[config.mk]
export PLATFORM = sky130hd
export DESIGN_NAME = object_extractor
export DESIGN_NICKNAME = d
export VERILOG_FILES = /design/src/rtl/object_extractor.sv
export SDC_FILE = /design/constraint.sdc
export NUM_CORES = 1
export LEC_CHECK = 0
export ABC_AREA = 1
export CORE_MARGIN = 2
export CORE_UTILIZATION = 47
export CTS_CLUSTER_SIZE = 20
export DETAILED_ROUTE_END_ITERATION = 16
export PLACE_DENSITY = 0.71
export SETUP_SLACK_MARGIN = 0.2
export SLEW_MARGIN = 20
export SYNTH_ARGS = -nofsm -noshare
export SYNTH_HDL_FRONTEND = slang
export SYNTH_SLANG_ARGS = --single-unit
[constraint.sdc]
create_clock -name clk -period 6.28 [get_ports clk]
set_clock_uncertainty 0.05 [all_clocks]
set_input_delay 1.57 -clock clk [delete_from_list [all_inputs] [get_ports clk]]
set_output_delay 1.57 -clock clk [all_outputs]
set_load 0.01 [all_outputs]
[src/rtl/object_extractor.sv]
// Walks labeller entries 1..num_labels-1 after each frame, drops small objects and
// emits {id, area, centroid} records on a valid/ready stream via a bit-serial divider.
`ifndef LBL_WIDTH
`define LBL_WIDTH 8
`endif
`ifndef LOC_SIZE
`define LOC_SIZE 16
`endif

module object_extractor #(
   parameter int LBL_WIDTH  = `LBL_WIDTH,
   parameter int LOC_SIZE   = `LOC_SIZE,
   parameter int RD_LATENCY = 1
) (
   input  logic                 clk,
   input  logic                 reset,
   input  logic                 frame_done,
   input  logic [LBL_WIDTH-1:0] num_labels,
   input  logic [LOC_SIZE-1:0]  min_area,
   output logic [LBL_WIDTH-1:0] obj_id,
   input  logic [LOC_SIZE-1:0]  obj_area,
   input  logic [LOC_SIZE-1:0]  obj_x,
   input  logic [LOC_SIZE-1:0]  obj_y,
   output logic                 out_valid,
   input  logic                 out_ready,
   output logic [LBL_WIDTH-1:0] out_id,
   output logic [LOC_SIZE-1:0]  out_area,
   output logic [LOC_SIZE-1:0]  out_cx,
   output logic [LOC_SIZE-1:0]  out_cy,
   output logic                 busy,
   output logic                 done,
   output logic [LBL_WIDTH-1:0] obj_count
);

   localparam int CW = $clog2(LOC_SIZE);

   typedef enum logic [2:0] {IDLE, FETCH, DIV, OUT, NEXT, FINISH} state_t;
   state_t state;

   logic [LBL_WIDTH-1:0] n_lat;
   logic [1:0]           wait_cnt;
   logic [CW-1:0]        div_cnt;
   logic [LOC_SIZE-1:0]  area_r;
   logic [LOC_SIZE-1:0]  num_x, num_y;
   logic [LOC_SIZE:0]    rem_x, rem_y;

   logic [LOC_SIZE+1:0]  trial_x, trial_y;
   logic [LOC_SIZE:0]    rem_x_nxt, rem_y_nxt;
   logic [LOC_SIZE-1:0]  num_x_nxt, num_y_nxt;
   logic                 ge_x, ge_y;

   // One restoring step per cycle; the dividend register fills with quotient bits from the LSB.
   always_comb begin
      trial_x   = {rem_x, num_x[LOC_SIZE-1]};
      trial_y   = {rem_y, num_y[LOC_SIZE-1]};
      ge_x      = trial_x >= {2'b00, area_r};
      ge_y      = trial_y >= {2'b00, area_r};
      rem_x_nxt = ge_x ? (LOC_SIZE+1)'(trial_x - {2'b00, area_r}) : (LOC_SIZE+1)'(trial_x);
      rem_y_nxt = ge_y ? (LOC_SIZE+1)'(trial_y - {2'b00, area_r}) : (LOC_SIZE+1)'(trial_y);
      num_x_nxt = {num_x[LOC_SIZE-2:0], ge_x};
      num_y_nxt = {num_y[LOC_SIZE-2:0], ge_y};
   end

   always_ff @(posedge clk or posedge reset) begin
      if (reset) begin
         state     <= IDLE;
         n_lat     <= '0;
         wait_cnt  <= '0;
         div_cnt   <= '0;
         area_r    <= '0;
         num_x     <= '0;
         num_y     <= '0;
         rem_x     <= '0;
         rem_y     <= '0;
         obj_id    <= '0;
         out_valid <= 1'b0;
         out_id    <= '0;
         out_area  <= '0;
         out_cx    <= '0;
         out_cy    <= '0;
         busy      <= 1'b0;
         done      <= 1'b0;
         obj_count <= '0;
      end else begin
         done <= 1'b0;
         case (state)
            IDLE: begin
               if (frame_done) begin
                  n_lat     <= num_labels;
                  obj_id    <= LBL_WIDTH'(1);
                  obj_count <= '0;
                  wait_cnt  <= '0;
                  busy      <= 1'b1;
                  if (num_labels <= LBL_WIDTH'(1)) begin
                     state <= FINISH;
                     done  <= 1'b1;
                  end else begin
                     state <= FETCH;
                  end
               end
            end
            FETCH: begin
               // Read data is valid RD_LATENCY edges after obj_id moved.
               if (wait_cnt == 2'(RD_LATENCY)) begin
                  area_r  <= obj_area;
                  num_x   <= obj_x;
                  num_y   <= obj_y;
                  rem_x   <= '0;
                  rem_y   <= '0;
                  div_cnt <= '0;
                  if (obj_area == '0 || obj_area < min_area)
                     state <= NEXT;
                  else
                     state <= DIV;
               end else begin
                  wait_cnt <= wait_cnt + 2'd1;
               end
            end
            DIV: begin
               rem_x   <= rem_x_nxt;
               rem_y   <= rem_y_nxt;
               num_x   <= num_x_nxt;
               num_y   <= num_y_nxt;
               div_cnt <= div_cnt + CW'(1);
               if (div_cnt == CW'(LOC_SIZE-1)) begin
                  out_valid <= 1'b1;
                  out_id    <= obj_id;
                  out_area  <= area_r;
                  out_cx    <= num_x_nxt;
                  out_cy    <= num_y_nxt;
                  state     <= OUT;
               end
            end
            OUT: begin
               if (out_ready) begin
                  out_valid <= 1'b0;
                  if (obj_count != '1)
                     obj_count <= obj_count + LBL_WIDTH'(1);
                  state <= NEXT;
               end
            end
            NEXT: begin
               if (obj_id == n_lat - LBL_WIDTH'(1)) begin
                  state <= FINISH;
                  done  <= 1'b1;
               end else begin
                  obj_id   <= obj_id + LBL_WIDTH'(1);
                  wait_cnt <= '0;
                  state    <= FETCH;
               end
            end
            FINISH: begin
               busy  <= 1'b0;
               state <= IDLE;
            end
            default: state <= IDLE;
         endcase
      end
   end

endmodule

==> metrics.md, run 1 <==
| Metric | Value |
|---|---|
| Post-Synth XOR/XNOR Area | `2.274%` |
| Max-slew violation count | `0` |
| # port buffers | `150` |
| Area contributors post-synth | `dfrtp_1 (43%), nand2_1 (13%), ha_1 (6.5%), inv_1 (5.3%), nand3_1 (4.4%)` |
| RSZ-0062 raised after global routing | `no` |
| Pwr dens | `455.6 nW/um^2` |
| Layout cell share with drive strength beyond 1 | `4.926%` |
| First-pass GRT wire length | `43740 um` |
| Ant diodes | `0` |
| Mapped Avg Cell Area | `7.853 um^2` |
| Drt pass-1 iters | `6` |
| Area Overhead vs Synth | `22.49%` |
| Post-synthesis simple-gate area fraction | `25.82%` |
| Clk Latency, worst-skew pair | `0.44 ns` |
| FF-to-FF path depth | `9` |
| Pleak | `~6 nW` |
| Post-synth EDFFs | `0` |
| Nets | `1538` |
| Effective utilization at floorplan | `47.78%` |
| Finished Layout Cells | `1696` |
| Normalized max-slew margin | `25.13%` |
| Yosys cell types | `44` |
| Post-CTS setup buffers | `0` |
| Critical path, cell by cell | `inv_2, nor3_4, buf_4, inv_2, nor2_2, clkinv_2, buf_4, nand2_1, o21ai_1` |
| Post-synthesis sequential area ratio | `around 43%` |
| Hold Path Depth | `2` |
| Total Wirelength | `26620 um` |
| Crit path arrival time | `3.62 ns` |
| Final WS setup | `slightly below 3 ns` |
| Post-Syn Nets | `1405` |
| Wire per inst | `15.69 um` |
| Total number of vias | `about 9000` |
| Mapped Cells | `1275` |
| Synth area leader | `dfrtp_1` |
| Number of antenna violations at the first check in global routing | `0` |
| Pre-CTS setup slack | `2.642 ns` |
| GRT busiest layer | `met2` |
| Period utilisation layout | `between 50% and 60%` |
| CP max-delay cell | `buf_4` |
| DPL Wire Length | `around 19000 um` |
| Max Freq | `approximately 300 MHz` |
| Worst setup EP type | `register` |
| Setup violators final | `0` |
| M1 GR Usage | `35.36%` |
| #FFs+latches synth | `174` |
| Clock transition at the registers of the reported paths | `0.07 ns` |
| Rows | `53` |
| Hold_buf cts | `0` |
| Multiplexer share of the synthesized area | `0%` |
| WP depth | `9` |
| Startpoint types | `register` |
| DRC | `0` |
| CORE AREA | `20960 um^2` |
| Top-count cell post-synth | `nand2_1` |
| 1st-iter DRT viols | `569` |
| Met3 usage | `4.177%` |
| Adder-cell share of the synthesized area | `6.898%` |
| Clk sink count | `174` |
| Inserted Clock Buffers | `17` |
| Die Wd | `150.0 um` |
| Total track usage | `24.44%` |
| Post-layout min period | `3.380 ns` |
| Max Cap Violations | `0` |
| CP peak stage delay | `between 0.5 and 0.6 ns` |
| Share of the synthesized area in the top cell type | `43.49%` |
| WS Path Type | `register to register` |
| Setup tns final | `0 ns` |
| Largest family of logic cells by synthesized area | `simple AND/OR/NAND/NOR gates` |
| Final Hold Viols | `0` |
| RD Place Congestion | `0.8986` |
| Buf+Inv Stages, Crit Path | `5` |
| # IOs | `151` |
| Remaining antenna violation count | `0` |
| DP Cell Count | `1664` |
| Asr flop ratio synth | `100.0%` |
| Area of the die | `22490 um^2` |
| Worst-path fanout max | `78` |
| Peak supply drop | `approximately 0.24 mV` |
| H-Tree Depth | `4` |
| WP data required | `6.52 ns` |
| Min-delay worst type | `register to register` |
| Worst path top cell family by delay | `buffers and inverters` |
| Synth Flop Type | `dfrtp_1` |
| Worst-Margin Slew | `1.122 ns` |
| Post-Syn Area | `10010 um^2` |
| Maximum clock path buffer count | `2` |
| Synth Area in Compound Gates | `13.40%` |
| CTS resizes | `0` |
| Pin count of the biggest net entering global routing | `79` |
| Met2 Use GR | `38.52%` |
| Yosys warnings | `0` |
| Gr ovfl total | `0` |
| Number of global-route vias before repair | `8535` |
| Root buf cell | `clkbuf_16` |
| Status | `finished, final reports clean` |
| Commonest cells post-synth | `nand2_1 (359), dfrtp_1 (174), inv_1 (141), nand3_1 (88), a21oi_1 (77)` |
| Vias per Instance | `5.301` |
| CTS tree | `yes` |
| Die Y | `150.0 um` |
-- cell type report --
type | instances | area [um^2]
Clock buffer | 17 | 425.4
Timing Repair Buffer | 156 | 1559
Multi-Input combinational cell | 912 | 4852
Clock inverter | 15 | 172.7
Inverter | 147 | 556.8
Tap cell | 275 | 344.1
Fill cell | 1966 | 8691
Sequential cell | 174 | 4354
-- worst paths after layout --
| path | slack [ns] | startpoint | to |
|---|---|---|---|
| max | 2.90 | state[1] | out_area[7] |
| min | 0.43 | wait_cnt[1] | wait_cnt[1] |
| max reg2reg | 2.90 | state[1] | out_area[7] |
| min reg2reg | 0.43 | wait_cnt[1] | wait_cnt[1] |
| max in group asynchronous | 3.31 | reset | obj_id[7] |
| min in group asynchronous | 1.61 | reset | out_cx[15] |
-- worst register-to-register path, cell delays in order (launching register included) --
cell and delay [ns]:
dfrtp_1 0.44, inv_2 0.08, nor3_4 0.10, buf_4 0.45, inv_2 0.45, nor2_2 0.39
clkinv_2 0.46, buf_4 0.52, nand2_1 0.21, o21ai_1 0.08
-- kinds of logic (layout without fill, tap and decap cells) --
kind of cell	Yosys count	after routing
simple gates	585	585
flops	174	174
fa+ha+maj	54	54
xor+xnor	26	26
compound gates	247	247
buf+inv	189	335
-- power breakdown --
group | switching (mW) | internal [mW] | leakage (nW) | total [mW]
Sequential | 0.190 | 1.41 | 2.26 | 1.60
Combinational | 1.90 | 1.03 | 3.48 | 2.93
Clock | 0.519 | 0.537 | 0.281 | 1.06
Total | 2.61 | 2.98 | 6.02 | 5.59
-- placed cells by master, fill, tap and decap left out, types with 3 or more instances in the layout --
cell type / count
clkinvlp_4: 4
o21bai_1: 3
o22ai_1: 30
o21a_1: 5
nor2_1: 62
nand2_1: 359
a21o_1: 5
nor2_4: 3
nand2_2: 5
xnor2_1: 14
ha_1: 52
o21ai_1: 56
a21oi_1: 77
nor2_2: 5
o21ai_0: 63
nor3_1: 8
nand3_1: 88
clkdlybuf4s50_1: 150
inv_1: 140
nand2_4: 3
inv_8: 3
clkbuf_16: 17
inv_2: 5
dfrtp_1: 174
nor4_1: 8
inv_6: 3
buf_4: 5
nand3b_1: 29
nand4_1: 7
clkinv_8: 4
xor2_1: 12
-- through the flow --
| stage | hold slack, ns | util (%) | instance area, um^2 | power [mW] |
|---|---|---|---|---|
| 6_report | 0.4283 | 58.53 | 12260 | 5.587 |
| 5_1_grt | 0.4465 | 58.53 | 12260 | 6.066 |
| 4_1_cts | 0.4349 | 58.51 | 12260 | 5.585 |
| 3_5_place_dp | 0.4166 | 55.66 | 11660 | 4.502 |
| 3_3_place_gp | 0.4087 | 55.66 | 11660 | 4.451 |
| 2_1_floorplan | 0.3910 | - | 10020 | 3.846 |
-- per-layer routing --
layer / share of wire (%) / up-vias / wire [um]
met5: 0 / - / 0
met4: 1.1 / 0 / 290
met3: 6.3 / 21 / 1671
met2: 46 / 261 / 12210
met1: 47 / 4258 / 12440
li1: - / 4450 / -
-- flip-flops by register name (all words and copies together) (netlist names) --
name and flops:
num_y 16, out_cx 16, rem_x 17, wait_cnt 2, done 1, out_cy 16, out_area 16, busy 1
area_r 16, num_x 16, out_id 8, obj_id 8, obj_count 8, out_valid 1, div_cnt 4, state 3
rem_y 17, n_lat 8
No activity file was read; power rests on OpenSTA's default activity.
==> inputs of run 2 (changes only) <==
- clock period: 6.28 -> 2.9 ns (I/O delays scaled with it)
==> run 2 against run 1 <==
Effect of this change: register-to-register slack lost 2.5 ns; non-clock buffer count up 10; die area did not move; count of clock-buffer cells in the layout did not move; final area rose by 1.1%; setup slack lost 2.5 ns; highest routed layer unchanged.
==> metrics.md, run 2 (same netlist as run 1, synthesis figures left out) <==
| Metric | Value |
|---|---|
| Pleak | `6.097 nW (+1.2%)` |
| 1st-iter DRT viols | `569 (unchanged)` |
| Rows | `53 (unchanged)` |
| Inserted Clock Buffers | `17 (unchanged)` |
| Die Wd | `150.0 um (unchanged)` |
| RR Endpoint | `rem_y[16]` |
| Setup tns final | `0 ns (unchanged)` |
| DP Cell Count | `1674 (+0.60%)` |
| Total internal power | `6.497 mW (+120%)` |
| Hold_buf cts | `0 (unchanged)` |
| Setup violators final | `0 (unchanged)` |
| Crit path arrival time | `2.76 ns (-0.86 ns)` |
| FF-to-FF Start | `area_r[0]` |
| Layout cell share with drive strength beyond 1 | `5.521% (+0.59 points)` |
| Combinational power share | `52.5% (about the same)` |
| Final Hold Viols | `0 (unchanged)` |
| Met3 usage | `3.323% (-0.85 points)` |
| Pre-CTS setup slack | `0.3886 ns (-2.254 ns)` |
| Met2 Use GR | `38.52% (unchanged)` |
| Root buf cell | `clkbuf_16` |
| Ant diodes | `0 (unchanged)` |
| Fill cell count | `1928 (-1.9%)` |
| Nets | `1548 (+0.65%)` |
| Gr ovfl total | `0 (unchanged)` |
| Die Y | `150.0 um (unchanged)` |
| Remaining antenna violation count | `0 (unchanged)` |
| Number of global-route vias before repair | `8793 (+3.0%)` |
| Max Freq | `402.3 MHz (+36%)` |
| Most common cell after layout, fill and taps aside | `nand2_1` |
| Area of the die | `22490 um^2 (unchanged)` |
| M1 GR Usage | `34.67% (-0.69 points)` |
| Clock transition at the registers of the reported paths | `0.08 ns (about the same)` |
| Cell area after layout | `12400 um^2 (+1.1%)` |
| Total track usage | `24.37% (-0.071 points)` |
| Total Wirelength | `26400 um (-0.83%)` |
| DPL Wire Length | `19420 um (+1.2%)` |
| CTS tree | `yes` |
| Total number of vias | `8918 (-0.80%)` |
| Clk sink count | `174 (unchanged)` |
| GRT busiest layer | `met2` |
| Post-layout min period | `2.485 ns (-0.8942 ns)` |
| Hold_sp | `wait_cnt[1]` |
| Clock share of power | `18.9% (about the same)` |
| Hold Path End | `wait_cnt[1]` |
| H-Tree Depth | `4 (unchanged)` |
| Worst-path fanout max | `3 (-96%)` |
| Wire per inst | `15.47 um (-1.4%)` |
| Worst-Margin Slew | `0.9472 ns (-0.1746 ns)` |
| Min-delay worst type | `register to register` |
| WP data required | `3.18 ns (-3.34 ns)` |
| Clk Latency, worst-skew pair | `0.44 ns (about the same)` |
| Max Cap Violations | `0 (unchanged)` |
| Vias per Instance | `5.227 (-1.4%)` |
| # port buffers | `150 (unchanged)` |
| Largest regs | `rem_x: 17 flops, rem_y: 17 flops` |
| Period utilisation layout | `85.70% (+32 points)` |
| Finished Layout Cells | `1706 (+0.59%)` |
| Post-DP Area | `11800 um^2 (+1.2%)` |
| Peak supply drop | `0.5711 mV (+140%)` |
| Sw Pwr | `5.630 mW (+120%)` |
| Startpoint types | `register` |
| Most frequent cells in the layout | `nand2_1 (359), dfrtp_1 (174), clkdlybuf4s50_1 (150)` |
| Final Util | `59.15% (+0.63 points)` |
| Pwr dens | `978.4 nW/um^2 (+110%)` |
| Post-CTS setup buffers | `0 (unchanged)` |
| Normalized max-slew margin | `36.70% (+12 points)` |
| Drt pass-1 iters | `5 (-1)` |
| Number of antenna violations at the first check in global routing | `0 (unchanged)` |
| CORE AREA | `20960 um^2 (unchanged)` |
| Sequential power share | `28.6% (about the same)` |
| Final WS setup | `0.4146 ns (-2.486 ns)` |
| WS Path Type | `register to register` |
| CTS resizes | `0 (unchanged)` |
| First-pass GRT wire length | `43770 um (about the same)` |
| DRC | `0 (unchanged)` |
| Pin count of the biggest net entering global routing | `96 (+22%)` |
| Area Overhead vs Synth | `23.81%` |
| RD Place Congestion | `0.9137 (+1.7%)` |
| Worst setup EP type | `register` |
| Effective utilization at floorplan | `47.78% (unchanged)` |
| RSZ-0062 raised after global routing | `no` |
| Maximum clock path buffer count | `2 (unchanged)` |
| FF-to-FF path depth | `10 (+1)` |
| Worst reg2reg setup slack | `0.41 ns (-2.49 ns)` |
| Status | `finished, final reports clean` |
| Max-slew violation count | `0 (unchanged)` |
| # IOs | `151 (unchanged)` |
| Sw Share | `46.42% (-0.33 points)` |
| Hold Path Depth | `2 (unchanged)` |
[run 2: cell count changes in the layout (fill, tap and decap cells not counted)]
cell / change
clkinv_4: +1
clkinv_8: -1
nor2_2: -1
clkinvlp_4: -1
buf_4: +5
buf_12: +5
inv_8: +1
nor2_1: +1
[run 2: area by class of cell]
type                    instances  area (um^2)  area share (%)
clock inverters                15        168.9           1.363
flip-flops and latches        174         4354           35.13
repair buffers                166         1697           13.69
clock buffers                  17        425.4           3.432
multi-input cells             912         4850           39.12
well taps                     275        344.1           2.776
inverters                     147        556.8           4.492
[run 2: stage by stage]
stage / hold slack, ns / power [mW]
2_1_floorplan: 0.3910 / 8.329
3_3_place_gp: 0.4061 / 9.674
3_5_place_dp: 0.4125 / 9.807
4_1_cts: 0.4342 / 12.15
5_1_grt: 0.4550 / 13.23
6_report: 0.4293 / 12.13
[run 2: layer usage]
layer	vias up	wire length, um	part of all wire (%)
met5	-	0	0
met4	0	442	1.7
met3	28	1246	4.7
met2	229	12080	46
met1	4185	12630	48
li1	4476	-	-
[run 2: worst max-delay path by stage]
| stage | startpoint | endpoint | slack (ns) | depth (start not counted) |
|---|---|---|---|---|
| 4_1_cts | area_r[0] | rem_y[16] | 0.44 | 10 |
| 2_1_floorplan | reset | area_r[0] | -0.1 | 1 |
| 5_1_grt | area_r[0] | rem_y[16] | 0.23 | 11 |
| 6_report | area_r[0] | rem_y[16] | 0.41 | 10 |
| 3_5_place_dp | min_area[5] | state[1] | 0.39 | 13 |
| 3_3_place_gp | min_area[5] | state[1] | 0.42 | 13 |
[run 2: worst max-delay path, stage by stage (launching register included)]
cell,delay (ns)
dfrtp_1,0.43
ha_1,0.25
fa_1,0.43
o21ai_0,0.42
nand2_1,0.14
o21bai_1,0.27
nand2_1,0.14
nand3b_1,0.11
nand2_1,0.05
nand3_1,0.06
nand2_1,0.05
[run 2: power groups by stage]
stage | Combinational, mW | Sequential (mW) | Clock, mW
3_3_place_gp | 6.20 | 3.48 | 0
4_1_cts | 6.36 | 3.46 | 2.33
3_5_place_dp | 6.31 | 3.50 | 0
6_report | 6.37 | 3.47 | 2.29
5_1_grt | 7.25 | 3.54 | 2.44
2_1_floorplan | 4.93 | 3.40 | 0
